`src/rtl/seq_mult_pp_if.sv`:
```
`default_nettype none
// ============================================================================
//  Module   : seq_mult_pp_if
//  Purpose  : start/busy/done handshake and operand/result bus for
//             seq_mult_pp. WIDTH must match the multiplier's WIDTH.
//  Revision : 1.0 - initial release
// ============================================================================
interface seq_mult_pp_if #(
  parameter int WIDTH = 8
) ();

  logic                 start;
  logic [WIDTH-1:0]     a;
  logic [WIDTH-1:0]     b;
  logic                 busy;
  logic                 done;
  logic [2*WIDTH-1:0]   product;

  // Operand producer side
  modport master (
    output start, a, b,
    input  busy, done, product
  );

  // Multiplier side
  modport slave (
    input  start, a, b,
    output busy, done, product
  );

endinterface : seq_mult_pp_if
`default_nettype wire

```
`src/rtl/seq_mult_pp.sv`:
```
`default_nettype none
// ============================================================================
//  Module   : seq_mult_pp
//  Purpose  : Sequential WIDTH x WIDTH multiplier. One DIGIT x DIGIT partial
//             product per cycle is shifted into a 2*WIDTH accumulator, K*K
//             cycles per operation (K = WIDTH/DIGIT), with a start/busy/done
//             handshake.
//  Options  : define SEQ_MULT_SIGNED_EN for two's-complement operands/result.
//  Revision : 1.0 - initial release
// ============================================================================
module seq_mult_pp #(
  parameter int WIDTH = 8,
  parameter int DIGIT = 2
) (
  input  wire logic     clk,
  input  wire logic     rst,
  seq_mult_pp_if.slave  bus
);

  localparam int K  = WIDTH / DIGIT;
  localparam int IW = (K > 1) ? $clog2(K) : 1;
  localparam int PW = 2 * WIDTH;
  localparam int SW = $clog2(PW);
  localparam logic [IW-1:0] C_LAST = IW'(K - 1);

  // Reject configurations where the digits do not tile the operand
  generate
    if ((WIDTH % DIGIT) != 0) begin : g_param_check
      $error("seq_mult_pp: WIDTH must be a multiple of DIGIT");
    end
  endgenerate

  typedef enum logic [1:0] {
    S_IDLE = 2'd0,
    S_RUN  = 2'd1,
    S_DONE = 2'd2
  } state_t;

  state_t          state_q, state_d;
  logic [WIDTH-1:0] ra_q, ra_d;
  logic [WIDTH-1:0] rb_q, rb_d;
  logic [PW-1:0]    acc_q, acc_d;
  logic [IW-1:0]    i_q, i_d;
  logic [IW-1:0]    j_q, j_d;
  logic [PW-1:0]    product_q, product_d;
  logic             busy_q, busy_d;
  logic             done_q, done_d;
`ifdef SEQ_MULT_SIGNED_EN
  logic             neg_q, neg_d;
`endif

  logic [WIDTH-1:0] ra_shift, rb_shift;
  logic [DIGIT-1:0] a_dig, b_dig;
  logic [2*DIGIT-1:0] pp;
  logic [PW-1:0]    pp_ext;
  logic [PW-1:0]    acc_sum;
  logic [SW-1:0]    sh_a, sh_b, sh_pp;
  logic [WIDTH-1:0] cap_a, cap_b;
  logic [PW-1:0]    final_val;

  // Current digit pair partial product, aligned to weight DIGIT*(i+j)
  always_comb begin
    sh_a     = SW'(DIGIT) * SW'(i_q);
    sh_b     = SW'(DIGIT) * SW'(j_q);
    sh_pp    = sh_a + sh_b;
    ra_shift = ra_q >> sh_a;
    rb_shift = rb_q >> sh_b;
    a_dig    = ra_shift[DIGIT-1:0];
    b_dig    = rb_shift[DIGIT-1:0];
    pp       = {{DIGIT{1'b0}}, a_dig} * {{DIGIT{1'b0}}, b_dig};
    pp_ext   = {{(PW-2*DIGIT){1'b0}}, pp} << sh_pp;
    acc_sum  = acc_q + pp_ext;
  end

  // Operand conditioning at capture and result conditioning at completion
  always_comb begin
`ifdef SEQ_MULT_SIGNED_EN
    cap_a     = bus.a[WIDTH-1] ? (~bus.a + WIDTH'(1)) : bus.a;
    cap_b     = bus.b[WIDTH-1] ? (~bus.b + WIDTH'(1)) : bus.b;
    final_val = neg_q ? (~acc_sum + PW'(1)) : acc_sum;
`else
    cap_a     = bus.a;
    cap_b     = bus.b;
    final_val = acc_sum;
`endif
  end

  // Controller next-state: digit iteration order and handshake outputs
  always_comb begin
    state_d   = state_q;
    ra_d      = ra_q;
    rb_d      = rb_q;
    acc_d     = acc_q;
    i_d       = i_q;
    j_d       = j_q;
    product_d = product_q;
    busy_d    = busy_q;
    done_d    = done_q;
`ifdef SEQ_MULT_SIGNED_EN
    neg_d     = neg_q;
`endif
    case (state_q)
      S_IDLE: begin
        if (bus.start) begin
          ra_d    = cap_a;
          rb_d    = cap_b;
`ifdef SEQ_MULT_SIGNED_EN
          neg_d   = bus.a[WIDTH-1] ^ bus.b[WIDTH-1];
`endif
          acc_d   = '0;
          i_d     = '0;
          j_d     = '0;
          busy_d  = 1'b1;
          state_d = S_RUN;
        end
      end
      S_RUN: begin
        acc_d = acc_sum;
        if (i_q == C_LAST) begin
          i_d = '0;
          if (j_q == C_LAST) begin
            // Last pair: publish the completed sum directly
            product_d = final_val;
            done_d    = 1'b1;
            state_d   = S_DONE;
          end else begin
            j_d = j_q + IW'(1);
          end
        end else begin
          i_d = i_q + IW'(1);
        end
      end
      S_DONE: begin
        done_d  = 1'b0;
        busy_d  = 1'b0;
        state_d = S_IDLE;
      end
      default: begin
        done_d  = 1'b0;
        busy_d  = 1'b0;
        state_d = S_IDLE;
      end
    endcase
  end

  // State and datapath registers; reset aborts any operation in flight
  always_ff @(posedge clk) begin
    if (rst) begin
      state_q   <= S_IDLE;
      ra_q      <= '0;
      rb_q      <= '0;
      acc_q     <= '0;
      i_q       <= '0;
      j_q       <= '0;
      product_q <= '0;
      busy_q    <= 1'b0;
      done_q    <= 1'b0;
`ifdef SEQ_MULT_SIGNED_EN
      neg_q     <= 1'b0;
`endif
    end else begin
      state_q   <= state_d;
      ra_q      <= ra_d;
      rb_q      <= rb_d;
      acc_q     <= acc_d;
      i_q       <= i_d;
      j_q       <= j_d;
      product_q <= product_d;
      busy_q    <= busy_d;
      done_q    <= done_d;
`ifdef SEQ_MULT_SIGNED_EN
      neg_q     <= neg_d;
`endif
    end
  end

  assign bus.busy    = busy_q;
  assign bus.done    = done_q;
  assign bus.product = product_q;

endmodule : seq_mult_pp
`default_nettype wire

```
`src/flat_wrapper.sv`:
```
// flat-port wrapper written by rule: the top's interface ports become plain ports
module seq_mult_pp_flat 
#(
  parameter int WIDTH = 8,
  parameter int DIGIT = 2
)
  (clk, rst, bus_start, bus_a, bus_b, bus_busy, bus_done, bus_product);
  seq_mult_pp_if #(.WIDTH(WIDTH)) bus_i ();
  input  wire logic clk;
  input  wire logic rst;
  input wire logic [$bits(bus_i.start)-1:0] bus_start;
  input wire logic [$bits(bus_i.a)-1:0] bus_a;
  input wire logic [$bits(bus_i.b)-1:0] bus_b;
  output wire logic [$bits(bus_i.busy)-1:0] bus_busy;
  output wire logic [$bits(bus_i.done)-1:0] bus_done;
  output wire logic [$bits(bus_i.product)-1:0] bus_product;
  assign bus_i.start = bus_start;
  assign bus_i.a = bus_a;
  assign bus_i.b = bus_b;
  assign bus_busy = bus_i.busy;
  assign bus_done = bus_i.done;
  assign bus_product = bus_i.product;
  seq_mult_pp #(.WIDTH(WIDTH), .DIGIT(DIGIT)) u_core (.clk(clk), .rst(rst), .bus(bus_i));
endmodule
```
`config.mk`:
```
export PLATFORM = sky130hd
export DESIGN_NAME = seq_mult_pp_flat
export DESIGN_NICKNAME = d
export VERILOG_FILES = /design/src/rtl/seq_mult_pp_if.sv /design/src/rtl/seq_mult_pp.sv /design/src/flat_wrapper.sv
export SDC_FILE = /design/constraint.sdc
export NUM_CORES = 1
export LEC_CHECK = 0
export BUFFER_PORTS_ARGS = -buffer_cell sky130_fd_sc_hd__buf_2
export CORE_AREA = 4 4 112 82
export CTS_CLUSTER_DIAMETER = 40
export DETAILED_ROUTE_END_ITERATION = 6
export DIE_AREA = 0 0 116 86
export GPL_ROUTABILITY_DRIVEN = 0
export GPL_TIMING_DRIVEN = 0
export MAX_ROUTING_LAYER = met4
export PLACE_DENSITY = 0.62
export SLEW_MARGIN = 0
export SYNTH_ARGS = -nofsm -noshare
export SYNTH_HDL_FRONTEND = slang
export SYNTH_SLANG_ARGS = --single-unit
```
`constraint.sdc`:
```
create_clock -name clk -period 8.9 [get_ports clk]
set_clock_uncertainty 0.15 [all_clocks]
set_input_delay 0.89 -clock clk [delete_from_list [all_inputs] [get_ports clk]]
set_output_delay 0.89 -clock clk [all_outputs]
set_load 0.05 [all_outputs]
```
==> run metrics, run 1 <==
final hold violation count=0; Worst-Margin Slew=0.790 ns; TritonCTS clock tree=done; status=completed; crit path capture type=register; die width=116 µm; slowest stage cell, crit path=mux4_2; Ys Warns=0; first drt pass iteration count=4; Switch Pwr=129 µW; Die Footprint=0.00998 mm²; crit path time final=4.29 ns; Reg2Reg Setup Slack=4.61 ns; Synth area leaders=dfxtp_1, nand2_1, ha_1; sw frac=between 20% and 30%; Remaining DRCs=0; Critical Path Sink=u_core.bus.product[14]; reg2reg end=u_core.bus.product[14]; synth unique cells=between 50 and 60; drt wl/cell=15.4 µm; period utilization=approximately half; Async SR Flop Fraction=0%; fraction of layout cells with a size suffix above 1=between 10% and 20%; worst skew pair latency=approximately 0.3 ns; H-tree depth=2; clock power share=between 40% and 50%; post-synth top area share=35.1%; EDFF count, synth=0; post-synthesis sequential area ratio=a little over a third; nets=approximately 470; leakage power=around 0.0015 µW; syn avg cell area=8.20 µm²; Hold Path Class=reg2reg; unrepaired setup endpoints after global routing=false; Reg clk slew, reported paths=approximately 0.080 ns; vias in the first global route=2792; I/O pin cnt=37; crit-path cells=mux4_2, and2_1, ha_1, ha_1, nor2b_1, a31oi_1, nor2_1, ha_1, and2b_1, o211ai_1, a21oi_2, a41oi_2, or4_1, nand3_1; Layout fillers=847; logic gate share of total power=around 7.6%; Routed WL=a little over 8000 µm; PwrDens=roughly 150 mW/mm²; Worst Reg2Reg Path Length in Cells=14; GRT Overall Usage=~18%; Arrival @ worst endpoint=~4.4 ns; Reg area=between 0.001 and 0.0015 mm²; Max Clk Rate=~230 MHz; largest area contributor in the netlist=dfxtp_1; crit path kind=reg2reg; Resized cells post-CTS=0; CTS Buf Count=5; Max FO, Critical Path=6; Internal=roughly 400 µW; commonest cells after routing, fill and taps aside=nand2_1, dfxtp_1, a21oi_1; crit path from=u_core.j_q[0]; non-filler instance count after layout=around 540; Synth-to-Final Area Change=14.9%; Max-Cap Viols=0; CP Data Required Time=9.00 ns; commonest non-fill, non-tap cell in the layout=nand2_1; Root Buffer=clkbuf_16; # placed instances=between 500 and 600; Yosys reg bits=56; CTS sink count=56; Port-buffer cells=35; Vias=about 2900; antenna cells=0; ys flop type=dfxtp_1; Post-CTS Setup Inserts=0; Synthesized Nets=between 400 and 500; Crit path top cell by count=ha_1; final setup fails=0; initial antenna violation count=0; setup TNS=0 ns; largest net degree at the start of global routing=19; Multi-input gate area=just under 0.002 mm²; FP Rows=28; Hold Buf Count CTS=0; Die Ht=86 µm; mapped cell area=about 0.0032 mm²; Clock Path Buffers=2; DR iter-0 viols=between 150 and 200; Worst R2R Start=u_core.j_q[0]; final antenna-violating net count=0; cell count after synthesis=390; Max stage delay on crit path=around 0.6 ns; first-pass GRT wire length=about 14000 µm; Flop pwr share=between 40% and 50%; crit start category=register; Detail Placement HPWL=around 6300 µm; final slew viol count=0; Worst IR Drop VDD=about 0.09 mV; Congestion Overflow GR=0; effective utilization at floorplan=between 30 and 40%; core area=between 0.008 and 0.009 mm²; via/cell ratio=5.46; relative slew slack=47.1%
layer usage:
layer	GRT usage [%]	vias up	routed length, µm
met5	-	-	0
met4	4.43	0	70
met3	3.60	8	459
met2	25.0	72	3360
met1	26.5	1397	4420
li1	-	1461	-
state kept, by name, indices dropped and copies added, names as in the netlist:
| name | cells |
|---|---|
| u_core.j_q | 2 |
| u_core.acc_q | 16 |
| u_core.rb_q | 8 |
| u_core.state_q | 2 |
| u_core.i_q | 2 |
| u_core.ra_q | 8 |
| u_core.bus.busy | 1 |
| u_core.bus.done | 1 |
| u_core.bus.product | 16 |
worst min path at each step:
stage	start	end	depth (start not counted)	slack [ns]
6_report	u_core.bus.product[4]	u_core.bus.product[4]	2	0.30
4_1_cts	u_core.ra_q[1]	u_core.ra_q[1]	2	0.31
2_1_floorplan	u_core.ra_q[4]	u_core.ra_q[4]	2	0.28
5_1_grt	u_core.rb_q[4]	u_core.rb_q[4]	2	0.33
3_5_place_dp	u_core.ra_q[4]	u_core.ra_q[4]	2	0.29
3_3_place_gp	u_core.ra_q[4]	u_core.ra_q[4]	2	0.29
power groups by stage:
stage               clock (µW)  sequential [µW]  combinational [µW]
global placement             0              266                40.5
floorplan                    0              266                26.3
CTS                        237              260                41.2
global route               248              261                45.6
detailed placement           0              266                41.0
finish                     232              260                40.8
layout make-up:
type | instances | share of cell area [%]
clock buffer | 5 | 3.40
tap | 105 | 3.57
timing repair buffer | 35 | 4.77
clock inverter | 3 | 1.26
buffer | 24 | 2.65
inverter | 8 | 0.817
multi-input combinational | 302 | 53.0
sequential | 56 | 30.5
stage by stage:
| stage | total power, µW | hold slack, ns | util [%] | setup slack, ns | area, µm² |
|---|---|---|---|---|---|
| finish | 533 | 0.304 | 44.8 | 4.61 | 3680 |
| global route | 555 | 0.326 | 44.8 | 4.37 | 3680 |
| CTS | 539 | 0.309 | 44.8 | 4.66 | 3680 |
| detailed placement | 307 | 0.295 | 42.8 | 4.68 | 3500 |
| global placement | 307 | 0.291 | 42.8 | 4.70 | 3500 |
| floorplan | 292 | 0.283 | - | 5.15 | 3200 |
cells in the mapped netlist, drive strengths merged, types with 8 or more instances:
| cell type | instances |
|---|---|
| nor3 | 9 |
| nand3 | 19 |
| inv | 8 |
| clkbuf | 17 |
| nand2 | 68 |
| dfxtp | 56 |
| nor2 | 27 |
| ha | 20 |
| a21oi | 49 |
| xnor2 | 10 |
critical path, delay by kind of cell, from the launching register on:
kind	cells	cell delay, ns
AND/OR/NAND/NOR	6	1.09
AO/OA/AOI/OAI	4	1.03
adder cells (fa/ha/maj)	3	0.85
multiplexers	1	0.60
flip-flops	1	0.51
cells by family after synthesis:
| kind of cell | Yosys count | synth area share [%] |
|---|---|---|
| adders and majority gates | 22 | 9.08 |
| and+or+nand+nor | 165 | 25.0 |
| DFF | 56 | 35.1 |
| muxes | 6 | 3.48 |
| xor gates and xnor gates | 13 | 3.56 |
| AOI/OAI and AO/OA | 96 | 19.8 |
| buffers and inverters | 32 | 3.99 |
Power figures use the tool's default switching activity.
==> run 2: changes to the inputs <==
--- a/config.mk
+++ b/config.mk
@@ -5,15 +5,16 @@
 export SDC_FILE = /design/constraint.sdc
 export NUM_CORES = 1
 export LEC_CHECK = 0
+export ABC_AREA = 1
 export BUFFER_PORTS_ARGS = -buffer_cell sky130_fd_sc_hd__buf_2
-export CORE_AREA = 4 4 112 82
+export CORE_AREA = 4 4 117 85
 export CTS_CLUSTER_DIAMETER = 40
 export DETAILED_ROUTE_END_ITERATION = 6
-export DIE_AREA = 0 0 116 86
+export DIE_AREA = 0 0 121 89
 export GPL_ROUTABILITY_DRIVEN = 0
 export GPL_TIMING_DRIVEN = 0
 export MAX_ROUTING_LAYER = met4
-export PLACE_DENSITY = 0.62
+export PLACE_DENSITY = 0.63
 export SLEW_MARGIN = 0
 export SYNTH_ARGS = -nofsm -noshare
 export SYNTH_HDL_FRONTEND = slang
==> constraint.sdc (replaced) <==
create_clock -name clk -period 3.8 [get_ports clk]
set_clock_uncertainty 0.15 [all_clocks]
set_input_delay 0.38 -clock clk [delete_from_list [all_inputs] [get_ports clk]]
set_output_delay 0.38 -clock clk [all_outputs]
set_load 0.05 [all_outputs]
==> run 2 against run 1 <==
Against the previous run:
- sequential share of layout area fell by 2.0 points
- critical path type unchanged
- worst hold slack worse by 0.12 ns
- worst setup slack worse by 4.3 ns
- fmax rose by 22%
- core utilization down 0.45 points
- routed wire length increased by 9.2%
- non-clock buffer count shrank 11
==> run metrics, run 2 <==
EDFF count, synth=0; Core Util, Final=between 40 and 50%; Routed WL=slightly above 9000 µm; Detail Placement HPWL=7210 µm; most numerous cell in the Yosys netlist=nand2_1; commonest cells after routing, fill and taps aside=nand2_1, nor2_1, inv_1; post-synthesis sequential area ratio=~32%; unrepaired setup endpoints after global routing=false; Layout fillers=around 920; Max FO, Critical Path=9; Die Footprint=~0.011 mm²; Max Clk Rate=about 280 MHz; Arrival @ worst endpoint=3.58 ns; Yosys reg bits=56; Congestion Overflow GR=0; clock power share=38.7%; Reg2Reg Setup Slack=slightly below 0.3 ns; Worst IR Drop VDD=approximately 0.14 mV; Flop pwr share=about half; GRT Overall Usage=a little under a fifth; via/cell ratio=between 4 and 5; syn avg cell area=~6.5 µm²; final hold violation count=0; setup TNS=0 ns; final slew viol count=0; cell count after synthesis=roughly 540; drt wl/cell=approximately 13 µm; logic gate share of total power=10.4%; CTS sink count=56; relative slew slack=between 50% and 60%; Worst R2R Start=u_core.j_q[0]; Ys Warns=0; commonest non-fill, non-tap cell in the layout=nand2_1; Worst-Margin Slew=~0.6 ns; largest area contributor in the netlist=dfxtp_1; period utilization=92.4%; Critical Path Sink=u_core.acc_q[8]; Worst Reg2Reg Path Length in Cells=17; Synth-to-Final Area Change=13.7%; Async SR Flop Fraction=0%; CP Data Required Time=3.87 ns; Internal=between 800 and 900 µW; Synthesized Nets=just under 600; crit path capture type=register; Reg clk slew, reported paths=around 0.08 ns; crit path time final=about 3.5 ns; mapped cell area=roughly 0.0035 mm²; Max stage delay on crit path=just under 0.6 ns; worst skew pair latency=0.29 ns; status=completed; H-tree depth=2; Hold Path Class=in2reg; vias in the first global route=a little over 3000; initial antenna violation count=0; core area=between 0.008 and 0.009 mm²; crit-path cells=ha_1, inv_1, fa_1, inv_1, nor2_1, inv_1, nor2_1, ha_1, inv_1, fa_1, inv_1, nand3_1, nand2_1, a21oi_1, xnor2_1, nand2_1, a21oi_1; Remaining DRCs=0; Switch Pwr=between 300 and 400 µW; CTS Buf Count=5; leakage power=approximately 0.002 µW; antenna cells=0; PwrDens=308 mW/mm²; TritonCTS clock tree=done; Root Buffer=clkbuf_16; effective utilization at floorplan=between 30% and 40%; largest net degree at the start of global routing=18; Max-Cap Viols=0; post-synth top area share=32.3%; crit path kind=reg2reg; DR iter-0 viols=233; Vias=approximately 3300; Die Ht=89 µm; Crit path top cell by count=inv_1; synth unique cells=35; sw frac=roughly a quarter; I/O pin cnt=37; fraction of layout cells with a size suffix above 1=between 10% and 20%; first drt pass iteration count=4; ys flop type=dfxtp_1; first-pass GRT wire length=15300 µm; crit path from=u_core.j_q[0]; crit start category=register; final antenna-violating net count=0; final setup fails=0; die width=~120 µm; slowest stage cell, crit path=fa_1; Clock Path Buffers=2; Synth area leaders=dfxtp_1, nand2_1, nor2_1; Port-buffer cells=35; top post-synthesis cells by count=nand2_1, nor2_1, inv_1; reg2reg end=u_core.acc_q[8]; FP Rows=29; nets=621
[run 2: per-stage QoR]
stage / setup slack [ns] / power (µW) / instance area [µm²] / instances / hold WS, ns
after global routing: 0.0548 / 1270 / 3950 / 705 / 0.202
final: 0.290 / 1220 / 3950 / 705 / 0.183
after floorplan: 0.785 / 717 / 3470 / 538 / 0.293
after CTS: 0.191 / 1230 / 3940 / 705 / 0.189
after global placement: 0.301 / 755 / 3800 / 697 / 0.301
after detailed placement: 0.221 / 758 / 3800 / 697 / 0.305
[run 2: metal layers]
layer	part of all wire, %	up-vias	track usage (%)
li1	-	1746	-
met1	51	1499	26.4
met2	40	92	27.7
met3	7.6	6	3.10
met4	0.75	0	4.42
met5	0	-	-
[run 2: critical path: cells and delay by family, from the launching register on]
kind	cells	cell delay (ns)
and+or+nand+nor	5	0.55
DFF	1	0.46
adders and majority gates	4	1.34
AOI/OAI and AO/OA	2	0.24
buffers and inverters	5	0.40
xor gates and xnor gates	1	0.30
[run 2: what timing repair did]
item,4_1_cts,5_1_grt
setup endpoints to repair,0,9
resized for setup,0,2
setup buffers,0,0
hold buffers,0,0
[run 2: logic make-up (layout without fill, tap and decap cells)]
| group | after synthesis | after routing | synth area share (%) |
|---|---|---|---|
| xor gates and xnor gates | 7 | 7 | 1.98 |
| adders and majority gates | 22 | 22 | 8.36 |
| and+or+nand+nor | 288 | 288 | 35.5 |
| AOI/OAI and AO/OA | 72 | 72 | 11.2 |
| DFF | 56 | 56 | 32.3 |
| buffers and inverters | 93 | 136 | 10.7 |
[run 2: how the worst min path moves through the flow]
stage                    start               to  slack, ns  cells past startpoint
2_1_floorplan  u_core.acc_q[2]  u_core.acc_q[2]       0.29                      2
3_3_place_gp   u_core.bus.done  u_core.bus.done       0.30                      2
3_5_place_dp   u_core.bus.done  u_core.bus.done       0.30                      2
4_1_cts               bus_b[1]   u_core.rb_q[1]       0.19                      3
5_1_grt               bus_a[7]   u_core.ra_q[7]       0.20                      3
6_report              bus_b[1]   u_core.rb_q[1]       0.18                      3
[run 2: power by group through the flow]
stage,clock (µW),sequential [µW],combinational [µW]
CTS,480,618,127
finish,470,619,127
global route,508,621,144
floorplan,0,630,87.0
global placement,0,631,124
detailed placement,0,632,126
[run 2: final cells by class]
cell class                 count  area [µm²]  share of cell area (%)
buffer                        13        67.6                    1.71
clock buffer                   6         129                    3.27
clock inverter                 2        13.8                   0.349
inverter                      80         303                    7.67
multi-input combinational    389        1980                    50.2
sequential                    56        1120                    28.5
tap                          124         155                    3.93
timing repair buffer          35         175                    4.44
==> run 3: changes to the inputs <==
--- a/config.mk
+++ b/config.mk
@@ -15,6 +15,7 @@
 export GPL_TIMING_DRIVEN = 0
 export MAX_ROUTING_LAYER = met4
 export PLACE_DENSITY = 0.63
+export RECOVER_POWER = 100
 export SLEW_MARGIN = 0
 export SYNTH_ARGS = -nofsm -noshare
 export SYNTH_HDL_FRONTEND = slang
==> run 3 against run 2 <==
Against the previous run:
- highest routed layer unchanged
- clock power about the same
- first-iteration DRC count increased by 17%
- critical endpoint unchanged
- sequential share of layout area increased by 0.57 points
- critical path type unchanged
- worst hold slack improved by 0.00077 ns
- design area decreased by 2.0%
- critical path depth unchanged
- via count increased by 0.99%
- routed wire length increased by 1.2%
==> run metrics, run 3 (synthesis gave the netlist of run 2 again) <==
PwrDens=between 300 and 400 mW/mm²; commonest cells after routing, fill and taps aside=nand2_1, nor2_1, inv_1; Reg clk slew, reported paths=approximately 0.080 ns; Worst Reg2Reg Path Length in Cells=17; Die Ht=between 80 and 90 µm; Critical Path Sink=u_core.acc_q[8]; Clock Path Buffers=2; Die Footprint=around 0.011 mm²; unrepaired setup endpoints after global routing=false; largest net degree at the start of global routing=18; nets=between 600 and 700; met1 Use GR=26.4%; CTS sink count=56; core area=about 0.009 mm²; first drt pass iteration count=4; final setup fails=0; CTS Buf Count=5; Arrival @ worst endpoint=3.59 ns; period utilization=approximately 93%; Reg area=approximately 0.0011 mm²; met3 global-route usage=3.10%; met2 usage=between 20% and 30%; final slew viol count=0; Reg2Reg Setup Slack=between 0.2 and 0.3 ns; antenna cells=0; GRT Overall Usage=18.6%; Multi-input gate area=roughly 0.0019 mm²; drt wl/cell=around 13 µm; setup TNS=0 ns; H-tree depth=2; die width=roughly 120 µm; relative slew slack=59.2%; DR iter-0 viols=272; crit path time final=3.52 ns; Detail Placement HPWL=a little over 7000 µm; Hold Path Origin=bus_b[1]; Max Clk Rate=~280 MHz; CP Data Required Time=3.87 ns; non-filler instance count after layout=705; Worst-Margin Slew=~0.61 ns; vias in the first global route=3110; Vias=about 3400; GRT busiest layer=met2; Routed WL=9190 µm; Layout fillers=937; Remaining DRCs=0; reg2reg end=u_core.acc_q[8]; first-pass GRT wire length=roughly 15000 µm; crit path from=u_core.j_q[0]; I/O pin cnt=37; Worst R2R Start=u_core.j_q[0]; effective utilization at floorplan=between 30% and 40%; # placed instances=about 700; Worst IR Drop VDD=between 0.1 and 0.15 mV; crit path capture type=register; initial antenna violation count=0; via/cell ratio=about 4.8; status=completed; final hold violation count=0; FP Rows=29; Hold Path Class=in2reg; Max FO, Critical Path=9; fraction of layout cells with a size suffix above 1=10.2%; Synth-to-Final Area Change=11.5%; Congestion Overflow GR=0; crit path kind=reg2reg; worst skew pair latency=0.30 ns; TritonCTS clock tree=done; commonest non-fill, non-tap cell in the layout=nand2_1; Port-buffer cells=35; Root Buffer=clkbuf_16; crit start category=register; Max-Cap Viols=0; leakage power=roughly 0.0019 µW; final antenna-violating net count=0
run 3: cell type report:
type	instances	area share (%)
Sequential cell	56	29.0
Tap cell	124	4.01
Clock buffer	6	3.33
Inverter	80	7.79
Timing Repair Buffer	35	3.95
Multi-Input combinational cell	389	50.0
Clock inverter	2	0.356
Buffer	13	1.52
run 3: through the flow:
stage	worst slack (ns)	util (%)	hold WS, ns	total power [µW]	instance area (µm²)
after floorplan	0.785	-	0.293	717	3470
after global placement	0.301	42.8	0.301	755	3800
after detailed placement	0.221	42.8	0.305	758	3800
after CTS	0.191	44.4	0.189	1230	3940
after global routing	0.0519	43.5	0.202	1270	3870
final	0.278	43.5	0.184	1210	3870
run 3: worst min path at each step:
stage | endpoint | slack, ns | depth (start not counted)
after floorplan | u_core.acc_q[2] | 0.29 | 2
after global placement | u_core.bus.done | 0.30 | 2
after detailed placement | u_core.bus.done | 0.30 | 2
after CTS | u_core.rb_q[1] | 0.19 | 3
after global routing | u_core.ra_q[7] | 0.20 | 3
final | u_core.rb_q[1] | 0.18 | 3
run 3: critical path: stages (launching register included):
cell	delay [ns]
dfxtp_2	0.45
ha_1	0.18
inv_1	0.04
fa_1	0.58
inv_1	0.15
nor2_1	0.12
inv_1	0.07
nor2_1	0.12
ha_1	0.18
inv_1	0.05
fa_1	0.40
inv_1	0.09
nand3_1	0.07
nand2_1	0.14
a21oi_1	0.11
xnor2_1	0.31
nand2_1	0.10
a21oi_1	0.12
run 3: power by group:
part	internal [µW]	leakage, µW	switching, µW
Clock	247	0.0000712	224
Sequential	605	0.000456	13.8
Combinational	38.8	0.00138	81.5
run 3: routing by layer:
metal  share of wire [%]  up-vias
li1                    -     1751
met5                   0        -
met1                  52     1526
met3                 6.0       13
met4                 1.6        0
met2                  40       86
run 3: what timing repair did:
| item | 4_1_cts | 5_1_grt |
|---|---|---|
| setup endpoints to repair | 0 | 9 |
| hold buffers | 0 | 0 |
| setup buffers | 0 | 0 |
| resized for setup | 0 | 2 |
